===== src/rtl/sprite_seq_if.sv =====
// CPU write bus into the sprite frame sequencer (Avalon-style, write-only).
interface sprite_seq_if;
    logic        chipselect;
    logic        write;
    logic [8:0]  address;
    logic [31:0] writedata;

    modport master (output chipselect, output write, output address, output writedata);
    modport slave  (input  chipselect, input  write, input  address, input  writedata);
endinterface


===== src/rtl/sprite_frame_sequencer.sv =====
// Shadow/live sprite register bank committed once per frame at vblank start.
// Define SPRITE_SEQ_ANIM_EN to compile in the dino run animation sequencer.
module sprite_frame_sequencer #(
    parameter int VACTIVE      = 480,
    parameter int ANIM_DEFAULT = 6
) (
    input  logic        clk,
    input  logic        reset,
    sprite_seq_if.slave bus,
    input  logic [10:0] hcount,
    input  logic [9:0]  vcount,
    output logic [7:0]  dino_x,
    output logic [7:0]  dino_y,
    output logic [7:0]  jump_x,
    output logic [7:0]  jump_y,
    output logic [7:0]  duck_x,
    output logic [7:0]  duck_y,
    output logic [7:0]  s_cac_x,
    output logic [7:0]  s_cac_y,
    output logic [7:0]  godzilla_x,
    output logic [7:0]  godzilla_y,
    output logic [3:0]  score,
    output logic [7:0]  score_x,
    output logic [7:0]  score_y,
    output logic [1:0]  anim_state,
    output logic        commit,
    output logic        pending
);

    localparam int NF = 13;
    localparam int SCORE_IDX = 10;
    localparam logic [8:0] ADDR_CTRL   = 9'd13;
    localparam logic [8:0] ADDR_PERIOD = 9'd14;
    localparam logic [7:0] RST_VAL [NF] = '{8'd100, 8'd100, 8'd200, 8'd150, 8'd40, 8'd200,
                                           8'd250, 8'd100, 8'd105, 8'd220, 8'd0, 8'd25, 8'd41};

    logic [7:0]    shadow [NF];
    logic [7:0]    live   [NF];
    logic [NF-1:0] dirty;
    logic [NF-1:0] dirty_nxt;
    logic [NF-1:0] wr_hit;
    logic          freeze;
    logic          wr_en;
    logic          commit_pt;
    logic          do_commit;

    // The score field is only 4 bits wide; keep its upper shadow bits at zero.
    function automatic logic [7:0] field_val(input int idx, input logic [31:0] data);
        return (idx == SCORE_IDX) ? {4'b0000, data[3:0]} : data[7:0];
    endfunction

    assign wr_en     = bus.chipselect && bus.write;
    assign commit_pt = (hcount == 11'd0) && (vcount == 10'(VACTIVE));
    assign do_commit = commit_pt && !freeze;

    always_comb begin
        for (int i = 0; i < NF; i++) begin
            wr_hit[i] = wr_en && (bus.address == 9'(i));
        end
        // A write on the commit cycle survives the clear and waits for the next frame.
        dirty_nxt = wr_hit | (dirty & ~{NF{do_commit}});
    end

    always_ff @(posedge clk or posedge reset) begin
        if (reset) begin
            for (int i = 0; i < NF; i++) begin
                shadow[i] <= RST_VAL[i];
                live[i]   <= RST_VAL[i];
            end
            dirty   <= '0;
            pending <= 1'b0;
            commit  <= 1'b0;
            freeze  <= 1'b0;
        end else begin
            for (int i = 0; i < NF; i++) begin
                if (do_commit && dirty[i]) live[i] <= shadow[i];
                if (wr_hit[i]) shadow[i] <= field_val(i, bus.writedata);
            end
            dirty   <= dirty_nxt;
            pending <= |dirty_nxt;
            commit  <= do_commit;
            if (wr_en && bus.address == ADDR_CTRL) freeze <= bus.writedata[0];
        end
    end

`ifdef SPRITE_SEQ_ANIM_EN
    typedef enum logic [1:0] {ANIM_0 = 2'd0, ANIM_1 = 2'd1, ANIM_2 = 2'd2} anim_t;
    anim_t      anim_q;
    logic [7:0] frame_cnt;
    logic [7:0] period;
    logic [7:0] period_m1;

    // A period of 0 behaves as 1: advance on every commit.
    assign period_m1 = (period == 8'd0) ? 8'd0 : period - 8'd1;

    always_ff @(posedge clk or posedge reset) begin
        if (reset) begin
            anim_q    <= ANIM_0;
            frame_cnt <= 8'd0;
            period    <= 8'(ANIM_DEFAULT);
        end else begin
            if (do_commit) begin
                if (frame_cnt == period_m1) begin
                    frame_cnt <= 8'd0;
                    case (anim_q)
                        ANIM_0:  anim_q <= ANIM_1;
                        ANIM_1:  anim_q <= ANIM_2;
                        default: anim_q <= ANIM_0;
                    endcase
                end else begin
                    frame_cnt <= frame_cnt + 8'd1;
                end
            end
            if (wr_en && bus.address == ADDR_PERIOD) begin
                period    <= bus.writedata[7:0];
                frame_cnt <= 8'd0;
            end
        end
    end

    assign anim_state = anim_q;
`else
    assign anim_state = 2'd0;
`endif

    assign dino_x     = live[0];
    assign dino_y     = live[1];
    assign jump_x     = live[2];
    assign jump_y     = live[3];
    assign duck_x     = live[4];
    assign duck_y     = live[5];
    assign s_cac_x    = live[6];
    assign s_cac_y    = live[7];
    assign godzilla_x = live[8];
    assign godzilla_y = live[9];
    assign score      = live[SCORE_IDX][3:0];
    assign score_x    = live[11];
    assign score_y    = live[12];

endmodule


===== src/flat_wrapper.sv =====
// flat-port wrapper written by rule: the top's interface ports become plain ports
module sprite_frame_sequencer_flat 
#(
    parameter int VACTIVE      = 480,
    parameter int ANIM_DEFAULT = 6
)
  (clk, reset, hcount, vcount, dino_x, dino_y, jump_x, jump_y, duck_x, duck_y, s_cac_x, s_cac_y, godzilla_x, godzilla_y, score, score_x, score_y, anim_state, commit, pending, bus_chipselect, bus_write, bus_address, bus_writedata);
  sprite_seq_if bus_i ();
  input  logic clk;
  input  logic reset;
  input  logic [10:0] hcount;
  input  logic [9:0] vcount;
  output logic [7:0] dino_x;
  output logic [7:0] dino_y;
  output logic [7:0] jump_x;
  output logic [7:0] jump_y;
  output logic [7:0] duck_x;
  output logic [7:0] duck_y;
  output logic [7:0] s_cac_x;
  output logic [7:0] s_cac_y;
  output logic [7:0] godzilla_x;
  output logic [7:0] godzilla_y;
  output logic [3:0] score;
  output logic [7:0] score_x;
  output logic [7:0] score_y;
  output logic [1:0] anim_state;
  output logic commit;
  output logic pending;
  input wire logic [$bits(bus_i.chipselect)-1:0] bus_chipselect;
  input wire logic [$bits(bus_i.write)-1:0] bus_write;
  input wire logic [$bits(bus_i.address)-1:0] bus_address;
  input wire logic [$bits(bus_i.writedata)-1:0] bus_writedata;
  assign bus_i.chipselect = bus_chipselect;
  assign bus_i.write = bus_write;
  assign bus_i.address = bus_address;
  assign bus_i.writedata = bus_writedata;
  sprite_frame_sequencer #(.VACTIVE(VACTIVE), .ANIM_DEFAULT(ANIM_DEFAULT)) u_core (.clk(clk), .reset(reset), .bus(bus_i), .hcount(hcount), .vcount(vcount), .dino_x(dino_x), .dino_y(dino_y), .jump_x(jump_x), .jump_y(jump_y), .duck_x(duck_x), .duck_y(duck_y), .s_cac_x(s_cac_x), .s_cac_y(s_cac_y), .godzilla_x(godzilla_x), .godzilla_y(godzilla_y), .score(score), .score_x(score_x), .score_y(score_y), .anim_state(anim_state), .commit(commit), .pending(pending));
endmodule

===== config.mk =====
export PLATFORM = sky130hd
export DESIGN_NAME = sprite_frame_sequencer_flat
export DESIGN_NICKNAME = d
export VERILOG_FILES = /design/src/rtl/sprite_seq_if.sv /design/src/rtl/sprite_frame_sequencer.sv /design/src/flat_wrapper.sv
export SDC_FILE = /design/constraint.sdc
export NUM_CORES = 1
export LEC_CHECK = 0
export ABC_AREA = 0
export CAP_MARGIN = 20
export CORE_MARGIN = 5
export CORE_UTILIZATION = 50
export DETAILED_ROUTE_END_ITERATION = 6
export PLACE_DENSITY = 0.78
export SETUP_SLACK_MARGIN = 0.4
export SLEW_MARGIN = 5
export SYNTH_ARGS = -nofsm -noshare
export SYNTH_HDL_FRONTEND = slang
export SYNTH_SLANG_ARGS = --single-unit

===== constraint.sdc =====
create_clock -name clk -period 8.6 [get_ports clk]
set_clock_uncertainty 0.1 [all_clocks]
set_input_delay 1.29 -clock clk [delete_from_list [all_inputs] [get_ports clk]]
set_output_delay 1.29 -clock clk [all_outputs]
set_load 0.005 [all_outputs]

* Word level (Yosys, flattened, before mapping)
Cells that the tools add are included.
** Storage, ports and cells
- Register bits :: 216
- Bits of input ports :: 66
- Output and inout port bits :: 104
- Logic and storage cells :: 81
** Operators by class
- Equality and inequality tests :: 14
- Bitwise gates (word level) :: 3
- Reduce and logical (&&, ||, !) cells :: 34
** Operators by type and width (number)
- equality test 9 x 4 -> 1 bit (second input constant) :: 6
- equality test 9 x 3 -> 1 bit (second input constant) :: 4
- logical AND 1 bit :: 30
- equality test 9 x 2 -> 1 bit (second input constant) :: 2
- bitwise AND 13 bit :: 1
- NOT 13 bit :: 1
- OR 13 bit :: 1
- OR reduction 13 bit :: 1
- zero test 11 bit :: 1
- equality test 10 x 9 -> 1 bit (second input constant) :: 1
- equality test 9 x 1 -> 1 bit (second input constant) :: 1
- zero test 9 bit :: 1
- zero test 1 bit :: 1

* Depth between registers and ports, before layout
Gate-level depths: netlist of the first run.
- Depth in word-level cells :: 7
- Mapped depth :: 6
- Depth with buffers taken out :: 4

* Worst setup path before layout of the first run
Ideal clock, no wire load.
- Path kind :: input -> register
- Start :: input port vcount[3]
- End :: register u_core.live, in the netlist u_core.duck_y[0]
- Arrival :: 2.990 ns
- Data required time :: 8.375 ns
- Setup slack :: 5.385 ns
- Cell stages on the path :: 5
- Path through :: or4b_4 nor4_4 buf_12 nand3_4 mux2_4
** On the way
- Longest elaborated chain between the ends :: 4
** RTL lines
- start: declaration :: RTL line flat_wrapper.sv:12 : input logic [9:0] vcount;
- equality test 10 x 9 -> 1 bit :: RTL line sprite_frame_sequencer.sv:53 : assign commit_pt = (hcount == 11'd0) && (vcount == 10'(VACTIVE));
- logical AND 1 bit :: RTL line sprite_frame_sequencer.sv:53
- logical AND 1 bit :: RTL line sprite_frame_sequencer.sv:54 : assign do_commit = commit_pt && !freeze;
- logical AND 1 bit :: RTL line sprite_frame_sequencer.sv:76 : if (do_commit && dirty[i]) live[i] <= shadow[i];
- end signal: indexed assignment :: RTL line sprite_frame_sequencer.sv:68 : live[i] <= RST_VAL[i];
- end signal: indexed assignment :: RTL line sprite_frame_sequencer.sv:76
- end: declaration :: RTL line sprite_frame_sequencer.sv:38 : logic [7:0] live [NF];
No other way between the ends.
A chain may end at the register's enable or synchronous reset.

* Worst setup path in the final report of the first run
- Start :: input port bus_address[8]
- End :: register u_core.shadow[15] in the netlist's numbering
** On the way
- Longest elaborated chain between the ends :: 2
** RTL lines
- start: declaration :: RTL line flat_wrapper.sv:31 : input wire logic [$bits(bus_i.address)-1:0] bus_address;
- equality test 9 x 4 -> 1 bit :: RTL line sprite_frame_sequencer.sv:58 : wr_hit[i] = wr_en && (bus.address == 9'(i));
- logical AND 1 bit :: RTL line sprite_frame_sequencer.sv:58
- end signal: indexed assignment :: RTL line sprite_frame_sequencer.sv:67 : shadow[i] <= RST_VAL[i];
- end signal: indexed assignment :: RTL line sprite_frame_sequencer.sv:77 : if (wr_hit[i]) shadow[i] <= field_val(i, bus.writedata);
- end: declaration :: RTL line sprite_frame_sequencer.sv:37 : logic [7:0] shadow [NF];
No other way between the ends.

==> impl_metrics.ini, run 1 <==
[status]
outcome = finished clean

[finish]
regMostFlops = u_core.shadow
diodes = 0
final_layout_size_suffix_gt1_frac = 0.512
reg_top3 = u_core.shadow x100, u_core.dirty x13
syn_to_final_growth_pct = 28.6
fin_nets = 728
finalInstanceArea_um2 = 11000
final_util = 0.659
fillers = 1163
largest_register_ff_count = 100

[grt]
grt_pass1_vias = 5290
grt_usage = 0.187
grt_pass1_wl_um = 29500
grt_max_degree = 135
grt_overflow = 0
grt_antenna_before_repair = 0

[setup_path]
crit_family = simple AND/OR/NAND/NOR gates
crit_buf_inv = 1
cp_max_fo = 9
end_kind = register
crit_path_max_incr_delay_ps = 750
worstSetupPathType = in -> reg
arrival_ps = 3720
cp_cell_sequence = clkdlybuf4s50_1, nand3b_1, nor3b_1, nor2b_1, mux2_2
required_ps = 8870
cp-start-kind = input pin
cpMaxStageDelayCell = nor2b_1
cp.depth = 5
worstRegToRegCells = 5

[floorplanning]
rows = 47
die_w_um = 141
start_util = 0.512
die_h_um = 141
pin_count = 170
die_area_um2 = 19800
core_area_um2 = 16700

[synth]
synth.distinct_cells = 40
yosys_warnings = 0
muxShareOfSynthArea = 0.272
ys_ff_latch = 216
synth_xor_area_frac = 0
ys_seq_area_frac = 0.644
syn-mean-instance-area_um2 = 16.8
syn_inst = 508
yosys.area_share.simple = 0.0559
synth-compound-area-share = 0.0148
synth_top_family_by_area = multiplexers
synth_area_um2 = 8550
synth_adder_area_share = 0

[placement]
placed_area_um2 = 10200
pre_cts_slack_ps = 4600
gp_congestion = 0.849
dpl.hpwl_um = 12300
port_buffers = 143

[routing]
vias = 4765
drt-total-wl_um = 18200
drc = 0
drtAntennaViolNets = 0
first_iter_violations = 191
drt-met1-wl_um = 7540
via_per_inst = 5.31
dr_wl_met2_um = 9440
routed.top_layer = met4
dr.pass1.iters = 4
wl_per_cell_um = 20.2
wl_met3_um = 840

[timing]
worst_pin_slew_ps = 939
hold_violations = 0
report.final.slew_viol_count = 0
setup_ws_ps = 5160
post-route-period-util = 0.400
setup_viol = 0
rsz0062_at_grt = false
setup_tns_ps = 0
fmax_mhz = 291
fin_crit_ps = 3440
max_slew_margin = 0.372

[clock_tree]
cts_root_buf = clkbuf_16
clkTransAtPathRegs_ps = 60
ctsHoldBuffers = 0
post_cts_resized = 0
cts_num_sinks = 216
postCtsSetupBuffers = 0
cts_buffer_depth = 3
tritoncts = done
h-tree-depth = 1
cts_made_buffers = 23
clk_latency_ps = 500

[power]
finalPower_mw = 2.11
power_density_nw_per_um2 = 191
vdd_drop_max_v = 0.000139
leakagePower_nw = 5.05

[hold_path]
min_path_type = reg -> reg
worstHoldPathCells = 1

[run]
cap_violations = 0
-- worst reg2reg max path, stage by stage, from the launching register on --
cell and delay (ps):
dfrtp_1 380, or4_1 450, nor4_4 170, buf_4 370, nand2_1 400, a32o_1 360
-- cell usage after synthesis, drive strengths merged --
library cell  count  area share
mux2            201        0.27
dfrtp           132        0.39
dfstp            84        0.26
nand3            15       0.024
clkbuf           14      0.0061
a21o              6      0.0053
buf               5      0.0056
nand2             5      0.0022
nor2              5      0.0025
nor4              5      0.0072
nor3              4      0.0029
or4               4      0.0039
a22o              3      0.0031
inv               3      0.0013
a21bo             2      0.0023
nand2b            2      0.0015
nand3b            2      0.0018
o2bb2ai           2      0.0020
or2               2      0.0015
or3               2      0.0015
a32o              1      0.0012
and3              1     0.00073
and3b             1      0.0010
conb              1     0.00044
nand4             1     0.00073
nand4b            1      0.0010
nor2b             1     0.00073
nor3b             1     0.00088
o211ai            1     0.00088
or4b              1      0.0016
-- final cells by class --
cell class | count | area [µm²] | area share
clock inverters | 8 | 123 | 0.0111
well taps | 220 | 275 | 0.0250
flip-flops and latches | 216 | 5510 | 0.501
inverters | 3 | 18.8 | 0.00171
multi-input cells | 271 | 2940 | 0.267
repair buffers | 147 | 1480 | 0.135
clock buffers | 33 | 653 | 0.0594
-- stage by stage --
| stage | instances | hold slack (ps) |
|---|---|---|
| 3_3_place_gp | 856 | 383 |
| 6_report | 898 | 401 |
| 2_1_floorplan | 509 | 370 |
| 3_5_place_dp | 856 | 390 |
| 4_1_cts | 897 | 402 |
| 5_1_grt | 898 | 417 |
-- kinds of logic after synthesis --
kind of cell           count (synthesis)
multiplexers                         201
flip-flops                           216
buffers and inverters                 22
AND/OR/NAND/NOR                       53
other                                  1
AO/OA/AOI/OAI                         15
-- layout by cell type (no fill, tap or decap), types with 3 or more instances in the layout --
| cell type | n |
|---|---|
| a21o_1 | 6 |
| a22o_1 | 3 |
| buf_4 | 3 |
| bufinv_16 | 3 |
| clkbuf_1 | 6 |
| clkbuf_16 | 23 |
| clkbuf_8 | 4 |
| clkdlybuf4s50_1 | 143 |
| clkinv_2 | 3 |
| dfrtp_1 | 132 |
| dfstp_2 | 84 |
| mux2_2 | 185 |
| mux2_4 | 16 |
| nand2_1 | 5 |
| nand3_2 | 4 |
| nand3_4 | 9 |
| nor2_1 | 4 |
| nor3_1 | 3 |
| nor4_1 | 3 |
| or4_1 | 3 |
-- path summary, 6_finish.rpt --
check | startpoint | endpoint | slack [ps]
worst max-delay path | bus_address[8] | u_core.shadow[15] | 5160
worst max register to register | u_core.freeze | u_core.pending | 6260
worst min register to register | u_core.duck_x[1] | u_core.duck_x[1] | 400
min in group asynchronous | reset | u_core.score_y[2] | 1270
worst min-delay path | u_core.duck_x[1] | u_core.duck_x[1] | 400
max in group asynchronous | reset | u_core.shadow[98] | 5850
-- layer usage --
layer,vias to the layer above,track usage
met1,2488,0.240
met5,-,0
met2,111,0.326
li1,2134,-
met3,32,0.0339
met4,0,0.0530
-- where the power goes --
part | total [mW] | leakage, nW | switching [mW] | internal (mW)
Sequential | 1.04 | 2.71 | 0.00672 | 1.03
Clock | 0.998 | 0.382 | 0.379 | 0.619
Combinational | 0.0721 | 1.96 | 0.0417 | 0.0304
(Power assumes the default switching activity.)
==> inputs of run 2 (changes only) <==
--- a/config.mk
+++ b/config.mk
@@ -8,9 +8,9 @@
 export ABC_AREA = 0
 export CAP_MARGIN = 20
 export CORE_MARGIN = 5
-export CORE_UTILIZATION = 50
+export CORE_UTILIZATION = 46
 export DETAILED_ROUTE_END_ITERATION = 6
-export PLACE_DENSITY = 0.78
+export PLACE_DENSITY = 0.75
 export SETUP_SLACK_MARGIN = 0.4
 export SLEW_MARGIN = 5
 export SYNTH_ARGS = -nofsm -noshare
==> constraint.sdc (replaced) <==
create_clock -name clk -period 2.8 [get_ports clk]
set_clock_uncertainty 0.1 [all_clocks]
set_input_delay 0.42 -clock clk [delete_from_list [all_inputs] [get_ports clk]]
set_output_delay 0.42 -clock clk [all_outputs]
set_load 0.005 [all_outputs]
==> impl_metrics.ini, run 2 (synthesis results as in run 1) <==
[setup_path]
crit_end = u_core.godzilla_y[1]
reg2reg_setup_slack_ps = 660
arrival_ps = 2560
cp.depth = 6
crit_family = simple AND/OR/NAND/NOR gates
cp_max_fo = 14
required_ps = 3080
cp_cell_sequence = clkdlybuf4s50_1, or4b_4, nor4_4, buf_12, nand3_2, mux2_2
rr_endpoint = u_core.godzilla_y[1]
worstRegToRegCells = 5
worstSetupPathType = in -> reg
crit_buf_inv = 2
cp-start-kind = input pin
reg2reg_from = u_core.freeze
end_kind = register
crit_path_max_incr_delay_ps = 550
cpMaxStageDelayCell = or4b_4
critPathLaunch = vcount[3]

[grt]
grt_pass1_wl_um = 30200
grt_pass1_vias = 5387
grt_overflow = 0
grt_antenna_before_repair = 1
grt_max_degree = 121
grt_usage = 0.176

[placement]
dp.cells = 879
gp_congestion = 0.789
pre_cts_slack_ps = -26.8
port_buffers = 143
dpl.hpwl_um = 12800

[finish]
reg_top3 = u_core.shadow x100, u_core.dirty x13
regArea_um2 = 5510
largest_register_ff_count = 100
multiInputGateArea_um2 = 2940
final_util = 0.613
fin_nets = 741
final_layout_size_suffix_gt1_frac = 0.523
stdcell_count = 921
syn_to_final_growth_pct = 30.0
final_common_cell = mux2_2
regMostFlops = u_core.shadow
diodes = 0
most-common-layout-cells = 185 x mux2_2, 143 x clkdlybuf4s50_1, 132 x dfrtp_1, 84 x dfstp_2, 23 x clkbuf_16
fillers = 1352

[floorplanning]
die_w_um = 146
start_util = 0.471
pin_count = 170
die_area_um2 = 21400
core_area_um2 = 18100
die_h_um = 146
rows = 49

[power]
vdd_drop_max_v = 0.000399
leakagePower_nw = 5.11
finalPower_mw = 6.33
power_density_nw_per_um2 = 569

[routing]
wl_per_cell_um = 20.3
drt-total-wl_um = 18700
vias = 4857
drc = 0
via_per_inst = 5.27
first_iter_violations = 146
dr.pass1.iters = 6
drtAntennaViolNets = 0

[clock_tree]
h-tree-depth = 1
cts_num_sinks = 216
post_cts_resized = 0
cts_buffer_depth = 3
cts_root_buf = clkbuf_16
clkTransAtPathRegs_ps = 60
clk_latency_ps = 510
postCtsSetupBuffers = 0
tritoncts = done
ctsHoldBuffers = 0
cts_made_buffers = 23

[status]
outcome = finished clean

[timing]
max_slew_margin = 0.444
setup_ws_ps = 521
fin_crit_ps = 2280
fmax_mhz = 439
rsz0062_at_grt = false
setup_viol = 0
worst_pin_slew_ps = 832
setup_tns_ps = 0
report.final.slew_viol_count = 0
hold_violations = 0
post-route-period-util = 0.814

[run]
cap_violations = 0

[hold_path]
min_path_type = in -> async
==> run 2: worst reg2reg max path, stage by stage, from the launching register on <==
cell and delay [ps]:
dfrtp_1 400, or4_1 460, nor4_4 240, buf_12 230
nand3_2 250, mux2_2 340
==> run 2: routing by layer <==
metal,track usage,up-vias,share of wire
met3,0.0310,36,0.039
met2,0.296,115,0.50
li1,-,2164,-
met4,0.0583,2,0.026
met1,0.233,2540,0.44
met5,0,-,0.00037
==> run 2: per-stage QoR <==
stage	area [µm²]	hold slack, ps
2_1_floorplan	8560	370
3_3_place_gp	10400	384
3_5_place_dp	10400	391
4_1_cts	11100	364
5_1_grt	11100	399
6_report	11100	339
==> run 2: worst min path at each step <==
stage | end | slack [ps] | start
6_report | u_core.godzilla_y[5] | 340 | reset
5_1_grt | u_core.shadow[29] | 400 | reset
4_1_cts | u_core.shadow[29] | 360 | reset
3_5_place_dp | u_core.jump_y[5] | 390 | u_core.shadow[77]
3_3_place_gp | u_core.dino_y[7] | 380 | u_core.shadow[95]
2_1_floorplan | u_core.freeze | 370 | u_core.freeze
==> run 2: layout make-up <==
class / instances / area share
clock inverter: 6 / 0.00382
sequential: 216 / 0.495
multi-input combinational: 271 / 0.264
tap: 229 / 0.0258
timing repair buffer: 160 / 0.146
clock buffer: 36 / 0.0633
inverter: 3 / 0.00135
==> run 2: power breakdown <==
part	internal, mW	switching [mW]	leakage [nW]	total (mW)
clock network	1.73	1.19	0.369	2.92
registers	3.16	0.0201	2.71	3.19
logic	0.0964	0.128	2.03	0.225
==> inputs of run 3 (changes only) <==
--- a/config.mk
+++ b/config.mk
@@ -8,9 +8,9 @@
 export ABC_AREA = 0
 export CAP_MARGIN = 20
 export CORE_MARGIN = 5
-export CORE_UTILIZATION = 46
+export CORE_UTILIZATION = 50
 export DETAILED_ROUTE_END_ITERATION = 6
-export PLACE_DENSITY = 0.75
+export PLACE_DENSITY = 0.78
 export SETUP_SLACK_MARGIN = 0.4
 export SLEW_MARGIN = 5
 export SYNTH_ARGS = -nofsm -noshare
==> constraint.sdc (replaced) <==
create_clock -name clk -period 2.1 [get_ports clk]
set_clock_uncertainty 0.1 [all_clocks]
set_input_delay 0.315 -clock clk [delete_from_list [all_inputs] [get_ports clk]]
set_output_delay 0.315 -clock clk [all_outputs]
set_load 0.005 [all_outputs]
==> impl_metrics.ini, run 3 (synthesis results as in run 1) <==
[placement]
port_buffers = 143
pre_cts_slack_ps = -581
dpl.hpwl_um = 13000
gp_congestion = 0.778

[grt]
grt_pass1_wl_um = 31500
grt_max_degree = 74
grt_pass1_vias = 5646
grt_usage = 0.200
grt_antenna_before_repair = 0
grt_overflow = 0

[floorplanning]
die_area_um2 = 19800
die_w_um = 141
die_h_um = 141
start_util = 0.512
pin_count = 170
core_area_um2 = 16700
rows = 47

[routing]
dr.pass1.iters = 4
wl_per_cell_um = 20.7
drt-total-wl_um = 19800
drc = 0
vias = 5104
drtAntennaViolNets = 0
via_per_inst = 5.32
first_iter_violations = 186

[clock_tree]
cts_made_buffers = 23
h-tree-depth = 1
cts_buffer_depth = 3
tritoncts = done
cts_root_buf = clkbuf_16
clkTransAtPathRegs_ps = 60
cts_num_sinks = 216
clk_latency_ps = 500
ctsHoldBuffers = 0

[power]
vdd_drop_max_v = 0.000506
p_switching_mw = 1.77
p_seq_frac = 0.489
intPower_mw = 6.92
combPwrFrac = 0.041
leakagePower_nw = 5.84
power.share.clock = 0.470
swShare = 0.203
power_density_nw_per_um2 = 736

[setup_path]
required_ps = 2370
worstSetupPathType = reg -> reg
cp_max_fo = 8
cp-start-kind = register
arrival_ps = 2350
end_kind = register

[timing]
rsz0062_at_grt = true
post-route-period-util = 0.990
setup_viol = 0
setup_ws_ps = 20.7
report.final.slew_viol_count = 0
fmax_mhz = 481
hold_violations = 0
fin_crit_ps = 2080

[finish]
final_common_cell = mux2_2
regMostFlops = u_core.shadow
final_layout_size_suffix_gt1_frac = 0.595
reg_top3 = u_core.shadow x100, u_core.dirty x13
fin_nets = 788
most-common-layout-cells = 146 x mux2_2, 132 x dfrtp_1, 84 x dfstp_2, 73 x dlygate4sd2_1, 55 x mux2_4
largest_register_ff_count = 100
syn_to_final_growth_pct = 38.0
diodes = 0
final_util = 0.707

[run]
cap_violations = 0

[status]
outcome = finished clean

[hold_path]
min_path_type = in -> async
-- run 3: final timing paths --
kind,startpoint,to,slack (ps),cells after the start
worst max-delay path,u_core.freeze,u_core.jump_x[1],20,7
worst min-delay path,reset,u_core.jump_x[5],60,2
worst max register to register,u_core.freeze,u_core.jump_x[1],20,7
worst min register to register,u_core.shadow[13],u_core.shadow[13],400,1
max in group asynchronous,reset,u_core.shadow[38],1140,3
min in group clk,bus_address[5],u_core.dirty[1],250,5
-- run 3: repair_timing --
item / CTS / global route
endpoints found under the setup margin: 303 / 153
cloned: 2 / 0
gates resized for setup: 170 / 34
pin swaps: 9 / 5
setup buffers: 15 / 5
-- run 3: power groups by stage --
| stage | combinational (mW) | clock [mW] | sequential (mW) |
|---|---|---|---|
| after floorplan | 0.155 | 0 | 4.31 |
| after CTS | 0.356 | 4.19 | 4.25 |
| after detailed placement | 0.359 | 0 | 4.32 |
| final | 0.352 | 4.09 | 4.25 |
| after global placement | 0.347 | 0 | 4.31 |
| after global routing | 0.386 | 4.37 | 4.25 |
-- run 3: worst max-delay path: stages (launching register included) --
cell and delay (ps):
dfrtp_1 390, or4_4 440, nor4_4 150, buf_6 150, buf_12 130, buf_12 120
nand3_4 140, mux2_4 340
-- run 3: metal layers --
layer,vias to the layer above,global-route usage,part of all wire
met5,-,0,0
met4,0,0.0479,0.014
met3,20,0.0471,0.069
met2,162,0.326,0.47
met1,2661,0.274,0.44
li1,2261,-,-
-- run 3: through the flow --
stage          instance area, µm²  setup TNS (ps)  instances  total power, mW  hold slack, ps
6_report                    11800               0        959             8.69            63.3
3_5_place_dp                10900          -83270        895             4.67             387
3_3_place_gp                10900          -77490        895             4.66             382
2_1_floorplan                8840         -176030        509             4.46             362
4_1_cts                     11700               0        954             8.79            55.4
5_1_grt                     11800            -242        959             9.01            75.5
-- run 3: layout make-up --
| cell class | count | area, µm² |
|---|---|---|
| Clock buffer | 36 | 664 |
| Multi-Input combinational cell | 271 | 3250 |
| Tap cell | 220 | 275 |
| Clock inverter | 6 | 113 |
| Inverter | 3 | 15.0 |
| Timing Repair Buffer | 207 | 1980 |
| Fill cell | 1121 | 4900 |
| Sequential cell | 216 | 5510 |
